## src/rtl/bj_pkg.sv

```systemverilog
// rtl/bj_pkg.sv - shared types and constants for the branch/jump execute stage
package bj_pkg;

    localparam int BJ_JUMP = 4;
    localparam int BJ_BNE  = 3;
    localparam int BJ_BEQ  = 2;
    localparam int BJ_BGE  = 1;
    localparam int BJ_BLT  = 0;

    localparam int LINK_OFS_DEF = 4;

    typedef struct packed {
        logic jump;
        logic bne;
        logic beq;
        logic bge;
        logic blt;
    } bj_op_t;

    typedef enum logic {
        ST_IDLE,
        ST_HOLD
    } bj_state_t;

    // Reduce a possibly multi-hot decode vector to its highest-priority bit.
    function automatic bj_op_t bj_prio(input logic [4:0] raw);
        logic [4:0] sel;
        sel = '0;
        if (raw[BJ_JUMP])     sel[BJ_JUMP] = 1'b1;
        else if (raw[BJ_BNE]) sel[BJ_BNE]  = 1'b1;
        else if (raw[BJ_BEQ]) sel[BJ_BEQ]  = 1'b1;
        else if (raw[BJ_BGE]) sel[BJ_BGE]  = 1'b1;
        else if (raw[BJ_BLT]) sel[BJ_BLT]  = 1'b1;
        return bj_op_t'(sel);
    endfunction

endpackage

```

## src/rtl/bj_resolve.sv

```systemverilog
// rtl/bj_resolve.sv - combinational branch direction, target and link computation
module bj_resolve
    import bj_pkg::*;
#(
    parameter int XLEN     = 32,
    parameter int LINK_OFS = LINK_OFS_DEF
) (
    input  bj_op_t            op,
    input  logic              uns,
    input  logic              jalr,
    input  logic [XLEN-1:0]   pc,
    input  logic [XLEN-1:0]   rs1,
    input  logic [XLEN-1:0]   rs2,
    input  logic [XLEN-1:0]   imm,
    output logic              taken,
    output logic [XLEN-1:0]   target,
    output logic [XLEN-1:0]   link
);

    logic            eq;
    logic            lt;
    logic [XLEN-1:0] reg_sum;

    assign eq      = (rs1 == rs2);
    assign lt      = uns ? (rs1 < rs2) : ($signed(rs1) < $signed(rs2));
    assign reg_sum = rs1 + imm;

    assign taken = op.jump | (op.bne & ~eq) | (op.beq & eq)
                 | (op.bge & ~lt) | (op.blt & lt);

    // JALR targets are halfword aligned by clearing bit 0 of the sum.
    assign target = (op.jump & jalr) ? {reg_sum[XLEN-1:1], 1'b0} : (pc + imm);
    assign link   = pc + XLEN'(LINK_OFS);

endmodule

```

## src/rtl/bj_execute.sv

```systemverilog
// rtl/bj_execute.sv - branch/jump execute stage with link writeback and fetch redirect
module bj_execute
    import bj_pkg::*;
#(
    parameter int XLEN     = 32,
    parameter int LINK_OFS = LINK_OFS_DEF
) (
    input  logic              clk,
    input  logic              rst_n,
    input  logic              kill,
    input  logic              in_valid,
    output logic              in_ready,
    input  logic [4:0]        in_bj_op_en,
    input  logic              in_unsigned,
    input  logic              in_jalr,
    input  logic              in_pred_taken,
    input  logic [XLEN-1:0]   in_pc,
    input  logic [XLEN-1:0]   in_rs1,
    input  logic [XLEN-1:0]   in_rs2,
    input  logic [XLEN-1:0]   in_imm,
    output logic              wb_valid,
    input  logic              wb_ready,
    output logic [XLEN-1:0]   wb_data,
    output logic              redir_valid,
    input  logic              redir_ready,
    output logic [XLEN-1:0]   redir_pc
);

    bj_state_t       state;
    bj_op_t          op;
    logic            wb_pend;
    logic            redir_pend;
    logic            taken;
    logic [XLEN-1:0] target;
    logic [XLEN-1:0] link;
    logic            hold_free;
    logic            accept;
    logic            new_wb;
    logic            new_redir;
    logic            wb_keep;
    logic            redir_keep;

    assign op = bj_prio(in_bj_op_en);

    bj_resolve #(
        .XLEN     (XLEN),
        .LINK_OFS (LINK_OFS)
    ) u_resolve (
        .op     (op),
        .uns    (in_unsigned),
        .jalr   (in_jalr),
        .pc     (in_pc),
        .rs1    (in_rs1),
        .rs2    (in_rs2),
        .imm    (in_imm),
        .taken  (taken),
        .target (target),
        .link   (link)
    );

    assign wb_valid    = wb_pend;
    assign redir_valid = redir_pend;

    assign hold_free = (~wb_pend | wb_ready) & (~redir_pend | redir_ready);
    assign in_ready  = rst_n & ~kill & ((state == ST_IDLE) | ((state == ST_HOLD) & hold_free));
    assign accept    = in_valid & in_ready;

    // An empty op vector retires silently, even if fetch predicted taken.
    assign new_wb     = op.jump;
    assign new_redir  = (|in_bj_op_en) & ((taken != in_pred_taken) | (op.jump & in_jalr));
    assign wb_keep    = wb_pend & ~wb_ready;
    assign redir_keep = redir_pend & ~redir_ready;

    always_ff @(posedge clk or negedge rst_n) begin
        if (!rst_n) begin
            state      <= ST_IDLE;
            wb_pend    <= 1'b0;
            redir_pend <= 1'b0;
            wb_data    <= '0;
            redir_pc   <= '0;
        end else if (kill) begin
            state      <= ST_IDLE;
            wb_pend    <= 1'b0;
            redir_pend <= 1'b0;
        end else if (accept) begin
            wb_pend    <= new_wb;
            redir_pend <= new_redir;
            wb_data    <= link;
            redir_pc   <= taken ? target : link;
            state      <= (new_wb | new_redir) ? ST_HOLD : ST_IDLE;
        end else begin
            wb_pend    <= wb_keep;
            redir_pend <= redir_keep;
            state      <= (wb_keep | redir_keep) ? ST_HOLD : ST_IDLE;
        end
    end

    a_onehot_op: assert property (@(posedge clk) disable iff (!rst_n)
        (in_valid && in_ready) |-> $onehot0(in_bj_op_en));

endmodule

```

## config.mk

```make
export PLATFORM = sky130hd
export DESIGN_NAME = bj_execute
export DESIGN_NICKNAME = d
export VERILOG_FILES = /design/src/rtl/bj_pkg.sv /design/src/rtl/bj_resolve.sv /design/src/rtl/bj_execute.sv
export SDC_FILE = /design/constraint.sdc
export NUM_CORES = 1
export LEC_CHECK = 0
export ABC_AREA = 1
export BUFFER_PORTS_ARGS = -buffer_cell sky130_fd_sc_hd__buf_4
export CAP_MARGIN = 20
export CORE_UTILIZATION = 56
export CTS_BUF_LIST = sky130_fd_sc_hd__clkbuf_4 sky130_fd_sc_hd__clkbuf_8 sky130_fd_sc_hd__clkbuf_16
export DETAILED_ROUTE_END_ITERATION = 8
export PLACE_DENSITY_LB_ADDON = 0.12
export SYNTH_ARGS = -nofsm -noshare
export SYNTH_HDL_FRONTEND = slang
export SYNTH_SLANG_ARGS = --single-unit
export TNS_END_PERCENT = 30
```

## constraint.sdc

```tcl
create_clock -name clk -period 1.9 [get_ports clk]
set_input_delay 0.38 -clock clk [delete_from_list [all_inputs] [get_ports clk]]
set_output_delay 0.38 -clock clk [all_outputs]
set_load 0.02 [all_outputs]
```

==> out/metrics.cfg, run 1 <==
[die]
die_y_um = 124
start_util_pct = 57.3
rows = 44
die_w_um = 124
ioPinCount = 209

[clocking]
holdBufCountCts = 0
htree_levels = 3
cts_made_buffers = 9
root_buffer = clkbuf_16
clockBufferDepth = 2
cts.sink_count = 67

[placed_design]
place_area_mm2 = 0.0123
io_buffer_count = 208
gp_congestion = 1.02
dpl.hpwl_um = 27500

[synthesis]
synth_cell_types = 52
yosys_most_used_dff = dfrtp_1
synth_area_mm2 = 0.00830
synth_nets = 1525
synth_edf_count = 0
synth-seq-cells = 67
synth.yosys.seq_area_share_pct = 20.2
yosys_warnings = 0
async_flop_share_pct = 100
syn_inst = 1287
synth.avg_cell_area_um2 = 6.45

[run_status]
error = [ERROR GRT-0232] Routing congestion too high. Check the congestion heatmap in the GUI.
haltStage = 5_1_grt
status = aborted with a tool error

[global_route]
grt_max_degree = 68
track_usage_pct = 80.9
grt_overflow = 157

[timing]
grt-worst-endpoint = redir_pc[1]$_DFFE_PN0P_/D
worstEpCategory = register input

[through the flow]
stage	setup WS [ns]	hold WS [ns]	std cells	setup TNS (ns)	utilization, %
after global placement	-0.567	0.465	1898	-17.94	85.3
after floorplan	-0.130	0.0844	1287	-2.35	-
after detailed placement	-0.732	0.467	1898	-23.87	85.3
after CTS	-0.248	0.263	1919	-6.04	89.9
[layer usage]
metal  overflow  track usage (%)
met5          0             37.2
met4         66             86.3
met3          3             64.4
met2         81             98.5
met1          7             78.1
[logic make-up after synthesis]
logic type      Yosys count  synth area share [%]
buf+inv                 153                  7.43
simple gates            611                  31.5
fa+ha+maj                96                  14.6
compound gates          309                  20.7
xor+xnor                 51                  5.56
flops                    67                  20.2
[timing repair]
item,in CTS
buffers inserted,3
resized for setup,83
pin swaps,35
endpoints found under the setup margin,35
cloned,3
hold endpoints to repair,0
[cells in the mapped netlist (2+ instances only)]
master    count  share of area, %
nand3b_1      4              0.36
nor3_4        2              0.39
ha_1         94                14
o211ai_1     11              0.99
a21oi_1     142               8.6
o221ai_1      2              0.21
xnor2_2       2              0.39
o21ai_2       2              0.21
o211ai_2      7               1.1
o21a_1        6              0.54
clkbuf_1     17              0.77
nor2_2        5              0.38
nor3_1       17               1.0
nor3_2        2              0.24
fa_1          2              0.48
nor4_1        8              0.60
buf_2         3              0.18
or2_1         4              0.30
o21ai_1      21               1.3
nor2_1      105               4.7
or2_2         3              0.23
xor2_1       30               3.2
nand2_2       3              0.23
nand3_2       4              0.48
inv_1       122               5.5
nand4_1      19               1.4
buf_6         5              0.68
o21bai_1      4              0.36
inv_2         3              0.14
nand2_1     370                17
o21ai_0      95               5.7
and3_1        2              0.15
xnor2_1      19               2.0
dfrtp_1      67                20
a21o_1       10              0.90
nand3_1      59               3.6
==> inputs of run 2 (changes only) <==
--- a/config.mk
+++ b/config.mk
@@ -8,10 +8,9 @@
 export ABC_AREA = 1
 export BUFFER_PORTS_ARGS = -buffer_cell sky130_fd_sc_hd__buf_4
 export CAP_MARGIN = 20
-export CORE_UTILIZATION = 56
-export CTS_BUF_LIST = sky130_fd_sc_hd__clkbuf_4 sky130_fd_sc_hd__clkbuf_8 sky130_fd_sc_hd__clkbuf_16
+export CORE_UTILIZATION = 40
 export DETAILED_ROUTE_END_ITERATION = 8
-export PLACE_DENSITY_LB_ADDON = 0.12
+export PLACE_DENSITY_LB_ADDON = 0.15
 export SYNTH_ARGS = -nofsm -noshare
 export SYNTH_HDL_FRONTEND = slang
 export SYNTH_SLANG_ARGS = --single-unit
==> out/metrics.cfg, run 2 <==
[run_status]
status = complete, but fails checks  ; was aborted with a tool error
violations = setup timing

[setup_path]
start_kind = input port
crit_top_cell = nand2_1
r2r_cells = 10
cp_slowest_cell = ha_4
path_class = input port to flip-flop
path_cells = buf_4 > ha_4 > a21oi_2 > nand2_1 > nand2_1 > nand2_1 > nand2_1 > nand2_1 > nand2_2 > nand2_1 > nand2_1 > nand2_1 > nand2_2 > nand3_4 > buf_4 > buf_12 > o21ai_1 > nand2_1
cp_slowest_stage_delay_ns = 0.25
path_max_fanout = 19
rrSetupSlack_ns = 0.29
critPathBufInv = 3
cp-end-kind = flip-flop
cp.required_ns = 2.11
crit_arrival_ns = 2.33
cp_top_family = simple AND/OR/NAND/NOR gates
worst-path-stages = 18

[power_and_ir_drop]
p_leak_uw = 0.00687
p_per_area_mw_per_mm2 = 561
ir_drop_mv = 0.370

[clocking]
htree_levels = 3  ; unchanged
root_buffer = clkbuf_16  ; unchanged
cts_made_buffers = 9  ; unchanged
clock_latency_ns = 0.33
clk_pin_slew_ns = 0.06
holdBufCountCts = 0  ; unchanged
cts_tree = built
clockBufferDepth = 2  ; unchanged
cts.sink_count = 67  ; unchanged

[synthesis]
synth_edf_count = 0  ; unchanged
syn_inst = 1287  ; unchanged
synth_area_mm2 = 0.00830  ; unchanged
yosys-top-cells-area = dfrtp_1, nand2_1, ha_1  ; unchanged
synth_cell_types = 52  ; unchanged
synth_largest_area_cell = dfrtp_1  ; unchanged
synth.yosys.seq_area_share_pct = 20.2  ; unchanged
synth_nets = 1525  ; unchanged
ys_top_cells_by_count = nand2_1, a21oi_1, inv_1, nor2_1, o21ai_0  ; unchanged
async_flop_share_pct = 100  ; unchanged
synth_top_area_share_pct = 20.2  ; unchanged
yosys_warnings = 0  ; unchanged
synth-seq-cells = 67  ; unchanged
synth_most_common_cell = nand2_1  ; unchanged
yosys_most_used_dff = dfrtp_1  ; unchanged
synth.avg_cell_area_um2 = 6.45  ; unchanged

[layout]
seq_area_mm2 = 0.00168
mostFrequentLayoutCell = buf_4
multiInputGateArea_mm2 = 0.00723
reg_top3 = redir_pc: 32 flops, wb_data: 32 flops
syn2layout_area_growth_pct = 68.0
num_antenna_cells = 0
final_nets = 1994
final_cells = 2031
nFillCells = 1805
mostFrequentLayoutCells = buf_4, nand2_1, inv_1, a21oi_1, nor2_1
drive_gt1_share_pct = 43.2

[timing]
finalWorstSetupSlack_ns = -0.223
fmax_mhz = 471
hold_viol = 0
post-route-period-util_pct = 112
fin_worst_skew_ns = 0.00841
min_period_ns = 2.12
finalMaxSlewViolations = 0
worst_pin_slew_ns = 0.850
rsz0062_at_grt = true
max_slew_margin_pct = 43.3
fin_tns_setup_ns = -5.06
setup_viol = 34

[global_route]
gr-usage-met3_pct = 2.47
grt_pass1_wl_um = 52500
grt_pass1_vias = 10500
gr-usage-met2_pct = 52.0
antenna_found_initial = 0
grt-busiest-layer = met2
grt_max_degree = 85
track_usage_pct = 31.0
grt_overflow = 0
grtUsageMet1_pct = 42.7

[drt]
via_per_inst = 5.24
via_count = 10600
drt_pre_antenna_iters = 7
ant_nets = 0
drc = 0
wl_per_cell_um = 16.3
drt_iter0_markers = 461
wl_um = 33200

[min_path]
hold_class = input port to async pin

[placed_design]
dpl.cell_count = 1997  ; was 1,898
dpl.hpwl_um = 26700  ; was 27,500 um
io_buffer_count = 208  ; unchanged
place_ws_ns = -0.753  ; was -0.732 ns
gp_congestion = 0.914  ; was 1.02

[die]
rows = 52  ; was 44
ioPinCount = 209  ; unchanged
coreArea_mm2 = 0.0203
die_w_um = 146  ; was 124 um
die_y_um = 146  ; was 124 um
start_util_pct = 40.9  ; was 57.3%
design.die.area_mm2 = 0.0213

[job]
drv_cap = 0

==> run 2: layout make-up <==
| cell class | count | share of cell area (%) |
|---|---|---|
| Tap cell | 270 | 2.42 |
| Clock inverter | 4 | 0.179 |
| Multi-Input combinational cell | 1067 | 51.9 |
| Timing Repair Buffer | 484 | 27.9 |
| Inverter | 127 | 3.71 |
| Sequential cell | 67 | 12.0 |
| Clock buffer | 12 | 1.84 |
==> run 2: final timing paths <==
path	from	endpoint
max	in_rs1[3]	redir_pc[9]
min	rst_n	state
max reg2reg	redir_valid	state
min reg2reg	redir_pc[30]	redir_pc[30]
max in group asynchronous	rst_n	wb_data[23]
min in group clk	in_pc[0]	wb_data[0]
==> run 2: metal layers <==
layer / share of wire (%) / routed length [um]
met5: 0 / 0
met1: 45 / 15100
met3: 5.4 / 1790
met4: 2.3 / 748
met2: 47 / 15600
==> run 2: power breakdown <==
group          internal (uW)  switching (uW)  total [uW]
sequential              1700             169        1870
clock                    950             614        1560
combinational           2050            2340        4380
total                   4700            3120        7820
==> run 2: logic make-up after synthesis <==
| logic type | count (synthesis) | synth area share, % |
|---|---|---|
| XOR/XNOR | 51 | 5.56 |
| AND/OR/NAND/NOR | 611 | 31.5 |
| flip-flops | 67 | 20.2 |
| buffers and inverters | 153 | 7.43 |
| adder cells (fa/ha/maj) | 96 | 14.6 |
| AO/OA/AOI/OAI | 309 | 20.7 |
==> run 2: through the flow <==
stage          utilization, %  area (um^2)  hold WS (ns)  power (uW)
3_3_place_gp             61.8        12500         0.458        5750
2_1_floorplan               -         8770        0.0844        3830
3_5_place_dp             61.8        12500         0.467        5800
4_1_cts                  67.5        13700         0.285        7700
5_1_grt                  68.7        13900         0.318        8280
6_report                 68.7        13900         0.239        7820
==> run 2: timing repair <==
action / CTS / global route
buffers inserted: 11 / 2
setup endpoints to repair: 34 / 37
pin swaps: 43 / 32
gates resized for setup: 185 / 37
gates cloned: 2 / 3
==> run 2: worst register-to-register path, stage by stage (launching register included) <==
cell	delay, ns
dfrtp_1	0.38
nand2_1	0.09
o21ai_0	0.12
nand2_1	0.08
nand3_1	0.06
inv_1	0.09
nand2_2	0.09
inv_1	0.22
buf_12	0.22
o21ai_0	0.09
a21oi_1	0.12
No activity file was read; power rests on OpenSTA's default activity.
